File: config.mk
export PLATFORM = sky130hd
export DESIGN_NAME = sync_fifo_ctrl
export DESIGN_NICKNAME = d
export VERILOG_FILES = /design/src/rtl/sync_fifo_ctrl_pkg.sv /design/src/rtl/fifo_ptr.sv /design/src/rtl/sync_fifo_ctrl.sv
export SDC_FILE = /design/constraint.sdc
export NUM_CORES = 1
export LEC_CHECK = 0
export CAP_MARGIN = 10
export CORE_UTILIZATION = 46
export CTS_CLUSTER_SIZE = 10
export DETAILED_ROUTE_END_ITERATION = 10
export GPL_TIMING_DRIVEN = 0
export PLACE_DENSITY = 0.83
export SETUP_SLACK_MARGIN = 0.02
export SLEW_MARGIN = 15
export SYNTH_ARGS = -nofsm -noshare
export SYNTH_HDL_FRONTEND = slang
export SYNTH_HIERARCHICAL = 1
export SYNTH_SLANG_ARGS = --single-unit
File: constraint.sdc
create_clock -name clk -period 4.2 [get_ports clk]
set_input_delay 0.63 -clock clk [delete_from_list [all_inputs] [get_ports clk]]
set_output_delay 0.63 -clock clk [all_outputs]
set_load 0.03 [all_outputs]
File: src/rtl/sync_fifo_ctrl_pkg.sv
// ============================================================================
// sync_fifo_ctrl_pkg : shared FIFO sizing constants and helpers
// Revision: 1.0
// ============================================================================
`default_nettype none

package sync_fifo_ctrl_pkg;

  // Defaults shared with the storage array and the async-FIFO blocks.
  localparam int DEF_DATA_WIDTH = 8;
  localparam int DEF_FIFO_DEPTH = 8;
  localparam int DEF_PTR_WIDTH  = 3;
  localparam int DEF_AFULL_LVL  = 6;
  localparam int DEF_AEMPTY_LVL = 2;

  typedef struct packed {
    logic full;
    logic empty;
    logic almost_full;
    logic almost_empty;
  } fifo_status_t;

  function automatic bit is_pow2(input int n);
    return (n > 0) && ((n & (n - 1)) == 0);
  endfunction

endpackage : sync_fifo_ctrl_pkg

`default_nettype wire

File: src/rtl/fifo_ptr.sv
// ============================================================================
// fifo_ptr : wrap counter with increment and synchronous clear
// Revision: 1.0
// ============================================================================
`default_nettype none

module fifo_ptr #(
  parameter int WIDTH = 4
) (
  input  logic             clk,
  input  logic             rstn,
  input  logic             inc,
  input  logic             clr,
  output logic [WIDTH-1:0] ptr
);

  logic [WIDTH-1:0] ptr_q;
  logic [WIDTH-1:0] ptr_d;

  // Natural binary overflow gives the wrap from 2*DEPTH-1 back to 0.
  always_comb begin
    ptr_d = ptr_q;
    if (clr) begin
      ptr_d = '0;
    end else if (inc) begin
      ptr_d = ptr_q + WIDTH'(1);
    end
  end

  always_ff @(posedge clk or negedge rstn) begin
    if (!rstn) begin
      ptr_q <= '0;
    end else begin
      ptr_q <= ptr_d;
    end
  end

  assign ptr = ptr_q;

endmodule : fifo_ptr

`default_nettype wire

File: src/rtl/sync_fifo_ctrl.sv
// ============================================================================
// sync_fifo_ctrl : pointer/flag controller for a first-word fall-through FIFO
// Revision: 1.0
// ============================================================================
`default_nettype none

module sync_fifo_ctrl
  import sync_fifo_ctrl_pkg::*;
#(
  parameter int DATA_WIDTH = DEF_DATA_WIDTH,
  parameter int FIFO_DEPTH = DEF_FIFO_DEPTH,
  parameter int PTR_WIDTH  = DEF_PTR_WIDTH,
  parameter int AFULL_LVL  = DEF_AFULL_LVL,
  parameter int AEMPTY_LVL = DEF_AEMPTY_LVL
) (
  input  logic                 clk,
  input  logic                 rstn,
  input  logic                 push,
  input  logic                 pop,
  input  logic                 flush,
  input  logic                 clr_err,
  output logic                 w_en,
  output logic [PTR_WIDTH-1:0] w_addr,
  output logic                 r_en,
  output logic [PTR_WIDTH-1:0] r_addr,
  output logic                 full,
  output logic                 empty,
  output logic                 almost_full,
  output logic                 almost_empty,
  output logic [PTR_WIDTH:0]   fifo_count,
  output logic                 overflow,
  output logic                 underflow
);

  localparam int CW = PTR_WIDTH + 1;

  if (!is_pow2(FIFO_DEPTH) || FIFO_DEPTH < 2) begin : g_bad_depth
    $error("sync_fifo_ctrl: FIFO_DEPTH must be a power of two >= 2");
  end
  if ((1 << PTR_WIDTH) != FIFO_DEPTH) begin : g_bad_ptr_width
    $error("sync_fifo_ctrl: PTR_WIDTH must equal log2(FIFO_DEPTH)");
  end
  if (DATA_WIDTH < 1) begin : g_bad_data_width
    $error("sync_fifo_ctrl: DATA_WIDTH must be at least 1");
  end

  logic [CW-1:0] wr_ptr;
  logic [CW-1:0] rd_ptr;
  logic [CW-1:0] count;
  fifo_status_t  status;
  logic          push_ok;
  logic          pop_ok;
  logic          overflow_evt;
  logic          underflow_evt;
  logic          overflow_q;
  logic          overflow_d;
  logic          underflow_q;
  logic          underflow_d;

  always_comb begin
    count               = wr_ptr - rd_ptr;
    status.empty        = (wr_ptr == rd_ptr);
    status.full         = (wr_ptr[PTR_WIDTH-1:0] == rd_ptr[PTR_WIDTH-1:0]) &&
                          (wr_ptr[PTR_WIDTH] != rd_ptr[PTR_WIDTH]);
    status.almost_full  = (count >= CW'(AFULL_LVL));
    status.almost_empty = (count <= CW'(AEMPTY_LVL));
  end

  // No bypass: an empty FIFO never accepts a pop, even alongside a push.
  // rstn gating keeps the strobes quiet while reset is held.
  assign pop_ok  = rstn & pop & ~flush & ~status.empty;
  assign push_ok = rstn & push & ~flush & (~status.full | pop_ok);

  assign overflow_evt  = push & ~flush & status.full & ~pop_ok;
  assign underflow_evt = pop & ~flush & status.empty;

  fifo_ptr #(.WIDTH(CW)) u_wr_ptr (
    .clk  (clk),
    .rstn (rstn),
    .inc  (push_ok),
    .clr  (flush),
    .ptr  (wr_ptr)
  );

  fifo_ptr #(.WIDTH(CW)) u_rd_ptr (
    .clk  (clk),
    .rstn (rstn),
    .inc  (pop_ok),
    .clr  (flush),
    .ptr  (rd_ptr)
  );

  // A fresh error in the clear cycle keeps the flag set.
  always_comb begin
    overflow_d  = overflow_evt  | (overflow_q  & ~clr_err);
    underflow_d = underflow_evt | (underflow_q & ~clr_err);
  end

  always_ff @(posedge clk or negedge rstn) begin
    if (!rstn) begin
      overflow_q  <= 1'b0;
      underflow_q <= 1'b0;
    end else begin
      overflow_q  <= overflow_d;
      underflow_q <= underflow_d;
    end
  end

  assign w_en         = push_ok;
  assign r_en         = pop_ok;
  assign w_addr       = wr_ptr[PTR_WIDTH-1:0];
  assign r_addr       = rd_ptr[PTR_WIDTH-1:0];
  assign full         = status.full;
  assign empty        = status.empty;
  assign almost_full  = status.almost_full;
  assign almost_empty = status.almost_empty;
  assign fifo_count   = count;
  assign overflow     = overflow_q;
  assign underflow    = underflow_q;

endmodule : sync_fifo_ctrl

`default_nettype wire

==> impl_metrics.env, run 1 <==
export IMPL_grt_setup_unrepaired="no"
export IMPL_reg2reg_to="u_rd_ptr/ptr[3]$_DFFE_PN0P_"
export IMPL_ir_drop_mv=0.177
export IMPL_cts_resized_gates=0
export IMPL_hold_path_class="flip-flop to flip-flop"
export IMPL_crit_path_max_incr_delay_ns=0.79
export IMPL_finalMaxSlewViolations=0
export IMPL_reg2reg_slack_ns=2.16
export IMPL_first_pass_iters=4
export IMPL_slew_headroom_pct=65.9
export IMPL_nNetsFinal=110
export IMPL_syn_nets=82
export IMPL_yosysSeqAreaShare_pct=37.1
export IMPL_wirelength_um=1460
export IMPL_p_sw_uw=63.9
export IMPL_r2r_cells=7
export IMPL_ys_warn_count=6
export IMPL_swShare_pct=27.2
export IMPL_p_per_area_nw_per_um2=245
export IMPL_clockPowerShare_pct=37.6
export IMPL_pin_count=24
export IMPL_setup_violations=0
export IMPL_avgSynthCellArea_um2=9.63
export IMPL_worstPathMaxFanout=12
export IMPL_holdPathEnd="overflow$_DFF_PN0_"
export IMPL_dp_final_hpwl_um=1100
export IMPL_max_freq_ghz=0.299
export IMPL_initial_core_util_pct=50.6
export IMPL_antenna_found_initial=0
export IMPL_die_area_um2=1620
export IMPL_core_um2=1330
export IMPL_portBuffers=23
export IMPL_grt_overflow_total=0
export IMPL_layout_common_cells="clkdlybuf4s50_1 (23), inv_1 (11), dfrtp_1 (10)"
export IMPL_die_h_um=40.3
export IMPL_globalplace_congestion=0.696
export IMPL_yosysUniqueCellTypes=24
export IMPL_finalSetupTns_ns=0
export IMPL_grt_max_degree=14
export IMPL_status="finished clean"
export IMPL_cp_end_kind="output pin"
export IMPL_cts_tree="built"
export IMPL_finClkSkew_ns=0.00485
export IMPL_worst_setup_path_start_kind="input port"
export IMPL_worst_skew_pair_late_latency_ns=0.27
export IMPL_finalHoldViolCount=0
export IMPL_grt_pass1_wl_um=2320
export IMPL_worstMarginPinSlew_ns=0.510
export IMPL_cts_sinks=10
export IMPL_dp_cells=108
export IMPL_synth_seq_cells=10
export IMPL_hold_buffers=0
export IMPL_syn_area_um2=674
export IMPL_detailedPlace_worstSlack_ns=0.830
export IMPL_fin_ws_ns=0.855
export IMPL_path_buf_inv=2
export IMPL_fin_crit_sh_pct=79.6
export IMPL_dr_total_vias=572
export IMPL_die_w_um=40.3
export IMPL_cap_violations=0
export IMPL_cpMostUsedCell="clkdlybuf4s50_1"
export IMPL_crit_required_ns=3.57
export IMPL_layout_min_cycle_time_ns=3.34
export IMPL_cts_clk_slew_worst_paths_ns=0.07
export IMPL_cts_root_buf="clkbuf_4"
export IMPL_post_cts_setup_buffers=0
export IMPL_rows=13
export IMPL_crit_chain="clkdlybuf4s50_1 > nor2b_1 > and3_1 > clkdlybuf4s50_1"
export IMPL_htreeDepth=1
export IMPL_total_power_uw=235
export IMPL_worstHoldPathCells=2
export IMPL_crit_type="input port to output pin"
export IMPL_pwr_share_comb_pct=19.8
export IMPL_first_iter_violations=12
export IMPL_drtAntennaViolNets=0
export IMPL_fill_cells=96
export IMPL_fin_cells=112
export IMPL_internal_power_uw=171
export IMPL_critPathTopFamily="buffers and inverters"
export IMPL_grt_usage_pct=23.2
export IMPL_drc=0
export IMPL_reg2reg_from="u_rd_ptr/ptr[1]$_DFFE_PN0P_"
export IMPL_leakagePower_nw=0.458
export IMPL_critPathArrivalTime_ns=2.71
export IMPL_cts_buffer_depth=2
export IMPL_final_common_cell="clkdlybuf4s50_1"
export IMPL_cts_buffers=3
export IMPL_drive_above_1_share_pct=9.28
export IMPL_insertedDiodeCount=0
export IMPL_pwr_share_seq_pct=42.7
export IMPL_grt_pass1_vias=514
export IMPL_crit_slowest_cell="clkdlybuf4s50_1"
export IMPL_synthCells=70
export IMPL_hp_start="overflow$_DFF_PN0_"
export IMPL_viasPerCell=5.11
export IMPL_routedWlPerCell_um=13.0
export IMPL_synthToLayoutAreaGrowth_pct=42.3
## per-stage QoR
step / util, % / hold WS, ns / instance area [um2]
CTS: 72.0 / 0.554 / 960
floorplan: - / 0.334 / 674
global placement: 69.2 / 0.534 / 923
global route: 72.0 / 0.584 / 960
detailed placement: 69.2 / 0.539 / 923
finish: 72.0 / 0.559 / 960
## synthesized netlist by cell type
| library cell | number | share of area [%] |
|---|---|---|
| o211a_1 | 1 | 1.5 |
| nand3_1 | 1 | 0.74 |
| nand2_1 | 2 | 1.1 |
| and3_1 | 2 | 1.9 |
| nor2b_1 | 3 | 2.8 |
| xor2_1 | 1 | 1.3 |
| xnor2_1 | 3 | 3.9 |
| nand3b_1 | 4 | 4.5 |
| nand4_1 | 2 | 1.9 |
| o32ai_2 | 1 | 2.4 |
| dfrtp_1 | 10 | 37 |
| o21ai_0 | 1 | 0.74 |
| inv_1 | 11 | 6.1 |
| fa_1 | 1 | 3.0 |
| nor2_1 | 7 | 3.9 |
| a21bo_2 | 2 | 3.0 |
| ha_1 | 5 | 9.3 |
| mux2i_1 | 2 | 3.0 |
| o21a_1 | 1 | 1.1 |
| nand2b_1 | 1 | 0.93 |
| mux2_4 | 2 | 4.5 |
| or2_1 | 1 | 0.93 |
| a21oi_1 | 5 | 3.7 |
| o22ai_1 | 1 | 0.93 |
## tightest hold or removal path: stages (launching register included)
cell     delay, ns
dfrtp_1       0.38
inv_1         0.05
o22ai_1       0.08
## registers in the layout (all words and copies together) (netlist names)
signal	count
u_rd_ptr/ptr	4
u_wr_ptr/ptr	4
overflow	1
underflow	1
## how the worst max path moves through the flow
stage	start	cells after the start	endpoint
after detailed placement	rstn	4	r_en
after global placement	rstn	4	r_en
final	rstn	4	r_en
after CTS	rstn	4	r_en
after floorplan	u_wr_ptr/ptr[0]$_DFFE_PN0P_	6	almost_full
after global routing	rstn	4	r_en
## final cells by class
| class | instances | area (um2) | share of cell area [%] |
|---|---|---|---|
| multi-input cells | 49 | 383 | 39.9 |
| flip-flops and latches | 10 | 250 | 26.1 |
| repair buffers | 23 | 230 | 24.0 |
| inverters | 11 | 41.3 | 4.30 |
| clock buffers | 4 | 36.3 | 3.78 |
| well taps | 15 | 18.8 | 1.96 |
## power groups by stage
stage | Sequential, mW | Clock, mW | Combinational (mW)
after global placement | 0.102 | 0 | 0.0459
after CTS | 0.100 | 0.0911 | 0.0467
after detailed placement | 0.102 | 0 | 0.0464
after floorplan | 0.106 | 0 | 0.0203
final | 0.100 | 0.0883 | 0.0464
after global routing | 0.101 | 0.0983 | 0.0501
## per-layer routing
layer | wire length, um | global-route usage [%] | up-vias
met5 | 0 | 0 | -
met2 | 679 | 34.3 | 13
li1 | - | - | 289
met4 | 21 | 14.2 | 0
met3 | 51 | 7.78 | 4
met1 | 708 | 29.1 | 266
## cell families after synthesis
group	after synthesis	share of synthesized area [%]
xor gates and xnor gates	4	5.20
AOI/OAI and AO/OA	12	13.4
buffers and inverters	11	6.12
and+or+nand+nor	23	18.6
muxes	4	7.42
DFF	10	37.1
adders and majority gates	6	12.2
(Power assumes the default switching activity.)
==> run 2: changes to the inputs <==
Settings changed: CORE_UTILIZATION 46 to 43, PLACE_DENSITY 0.83 to 0.78.
Clock period 4.2 ns to 3.2 ns, I/O delays scaled along.
==> run 2 against run 1 <==
Net effect:
- core utilization down 3.4 points
- register-to-register slack worse by 0.97 ns
- sequential cell count is the same
- clock-buffer cell count down 1
- critical path type is now flip-flop to output pin
==> impl_metrics.env, run 2 (synthesis results as in run 1) <==
export IMPL_status="finished clean"
export IMPL_final_common_cell="clkdlybuf4s50_1"
export IMPL_p_per_area_nw_per_um2=291
export IMPL_cts_sinks=10
export IMPL_finalMaxSlewViolations=0
export IMPL_startpoint="u_wr_ptr/ptr[0]$_DFFE_PN0P_"
export IMPL_layout_common_cells="clkdlybuf4s50_1 (22), inv_1 (11), dfrtp_1 (10)"
export IMPL_crit_required_ns=2.72
export IMPL_crit_type="flip-flop to output pin"
export IMPL_pwr_share_comb_pct=22.1
export IMPL_cts_clk_slew_worst_paths_ns=0.06
export IMPL_dp_final_hpwl_um=1160
export IMPL_fin_crit_sh_pct=92.7
export IMPL_globalplace_congestion=0.732
export IMPL_critPathArrivalTime_ns=2.49
export IMPL_finClkSkew_ns=0.00140
export IMPL_leakagePower_nw=0.460
export IMPL_hold_buffers=0
export IMPL_htreeDepth=1
export IMPL_internal_power_uw=199
export IMPL_reg2reg_from="u_wr_ptr/ptr[0]$_DFFE_PN0P_"
export IMPL_fin_ws_ns=0.233
export IMPL_initial_core_util_pct=48.8
export IMPL_cap_violations=0
export IMPL_antenna_found_initial=0
export IMPL_layout_min_cycle_time_ns=2.97
export IMPL_finalSetupTns_ns=0
export IMPL_grt_pass1_wl_um=2350
export IMPL_routedWlPerCell_um=12.9
export IMPL_worst_skew_pair_late_latency_ns=0.26
export IMPL_grt_overflow_total=0
export IMPL_die_h_um=41.6
export IMPL_detailedPlace_worstSlack_ns=0.112
export IMPL_clockPowerShare_pct=30.2
export IMPL_worstPathMaxFanout=5
export IMPL_utilization_pct=68.6
export IMPL_slew_headroom_pct=65.0
export IMPL_cts_buffer_depth=2
export IMPL_pin_count=24
export IMPL_swShare_pct=27.9
export IMPL_insertedDiodeCount=0
export IMPL_nNetsFinal=110
export IMPL_grt_setup_unrepaired="no"
export IMPL_grt_usage_pct=18.0
export IMPL_dr_total_vias=577
export IMPL_portBuffers=23
export IMPL_worst_setup_path_start_kind="flip-flop"
export IMPL_reg2reg_slack_ns=1.19
export IMPL_drive_above_1_share_pct=8.33
export IMPL_finalHoldViolCount=0
export IMPL_synthToLayoutAreaGrowth_pct=40.6
export IMPL_die_w_um=41.6
export IMPL_rows=13
export IMPL_wirelength_um=1440
export IMPL_die_area_um2=1730
export IMPL_pwr_share_seq_pct=47.7
export IMPL_worstMarginPinSlew_ns=0.523
export IMPL_cts_root_buf="clkbuf_4"
export IMPL_hold_path_class="input port to asynchronous set/reset pin"
export IMPL_fill_cells=116
export IMPL_drtAntennaViolNets=0
export IMPL_grt_max_degree=14
export IMPL_first_pass_iters=4
export IMPL_post_cts_setup_buffers=0
export IMPL_drc=0
export IMPL_reg2reg_to="u_rd_ptr/ptr[3]$_DFFE_PN0P_"
export IMPL_cts_buffers=3
export IMPL_r2r_cells=7
export IMPL_cts_tree="built"
export IMPL_first_iter_violations=12
export IMPL_max_freq_ghz=0.337
export IMPL_ir_drop_mv=0.304
export IMPL_core_um2=1380
export IMPL_grt_pass1_vias=547
export IMPL_p_sw_uw=77.0
export IMPL_setup_violations=0
export IMPL_viasPerCell=5.20
export IMPL_cp_end_kind="output pin"
[run 2: cell types whose count changed in the layout (fill, tap and decap cells not counted), sizes merged]
cell | previous run | this run
clkbuf | 4 | 3
clkdlybuf4s50 | 23 | 22
dlymetal6s2s | 0 | 1
[run 2: layer usage]
layer / global-route usage (%) / routed length [um] / vias up
met5: 0 / 0 / -
met4: 9.68 / 12 / 0
met3: 1.30 / 46 / 2
met2: 30.3 / 698 / 14
met1: 22.9 / 677 / 269
li1: - / - / 292
[run 2: power by group through the flow]
stage,clock network (mW),registers (mW),logic (mW)
floorplan,0,0.139,0.0266
global placement,0,0.134,0.0604
detailed placement,0,0.134,0.0612
CTS,0.0859,0.132,0.0617
global route,0.0911,0.132,0.0653
finish,0.0833,0.132,0.0609
[run 2: worst max path at each step]
stage,endpoint,cells past startpoint
floorplan,almost_full,6
finish,almost_empty,7
global route,almost_empty,7
global placement,r_en,4
CTS,r_en,4
detailed placement,r_en,4
[run 2: through the flow]
stage | cells | area (um2) | total power [mW] | hold WS (ns)
6_report | 111 | 948 | 0.276 | 0.178
2_1_floorplan | 70 | 674 | 0.165 | 0.184
3_3_place_gp | 108 | 923 | 0.194 | 0.521
4_1_cts | 111 | 946 | 0.279 | 0.561
3_5_place_dp | 108 | 923 | 0.195 | 0.542
5_1_grt | 111 | 948 | 0.288 | 0.219
[run 2: worst max-delay path: stages, from the launching register on]
cell and delay [ns]:
dfrtp_1 0.45, inv_1 0.07, ha_1 0.24, fa_1 0.38, xnor2_1 0.16, a21oi_1 0.13
o21a_1 0.13, clkdlybuf4s50_1 0.66
[run 2: cell type report]
type                       count  area, um2  share of cell area (%)
multi-input combinational     49        383                    40.4
sequential                    10        250                    26.4
timing repair buffer          23        233                    24.5
inverter                      11       41.3                    4.35
clock buffer                   3       22.5                    2.37
tap                           15       18.8                    1.98
[run 2: repair_timing]
| action | CTS | global route |
|---|---|---|
| endpoints found under the setup margin | 0 | 1 |
| resized for setup | 0 | 1 |
| hold endpoints to repair | 0 | 0 |
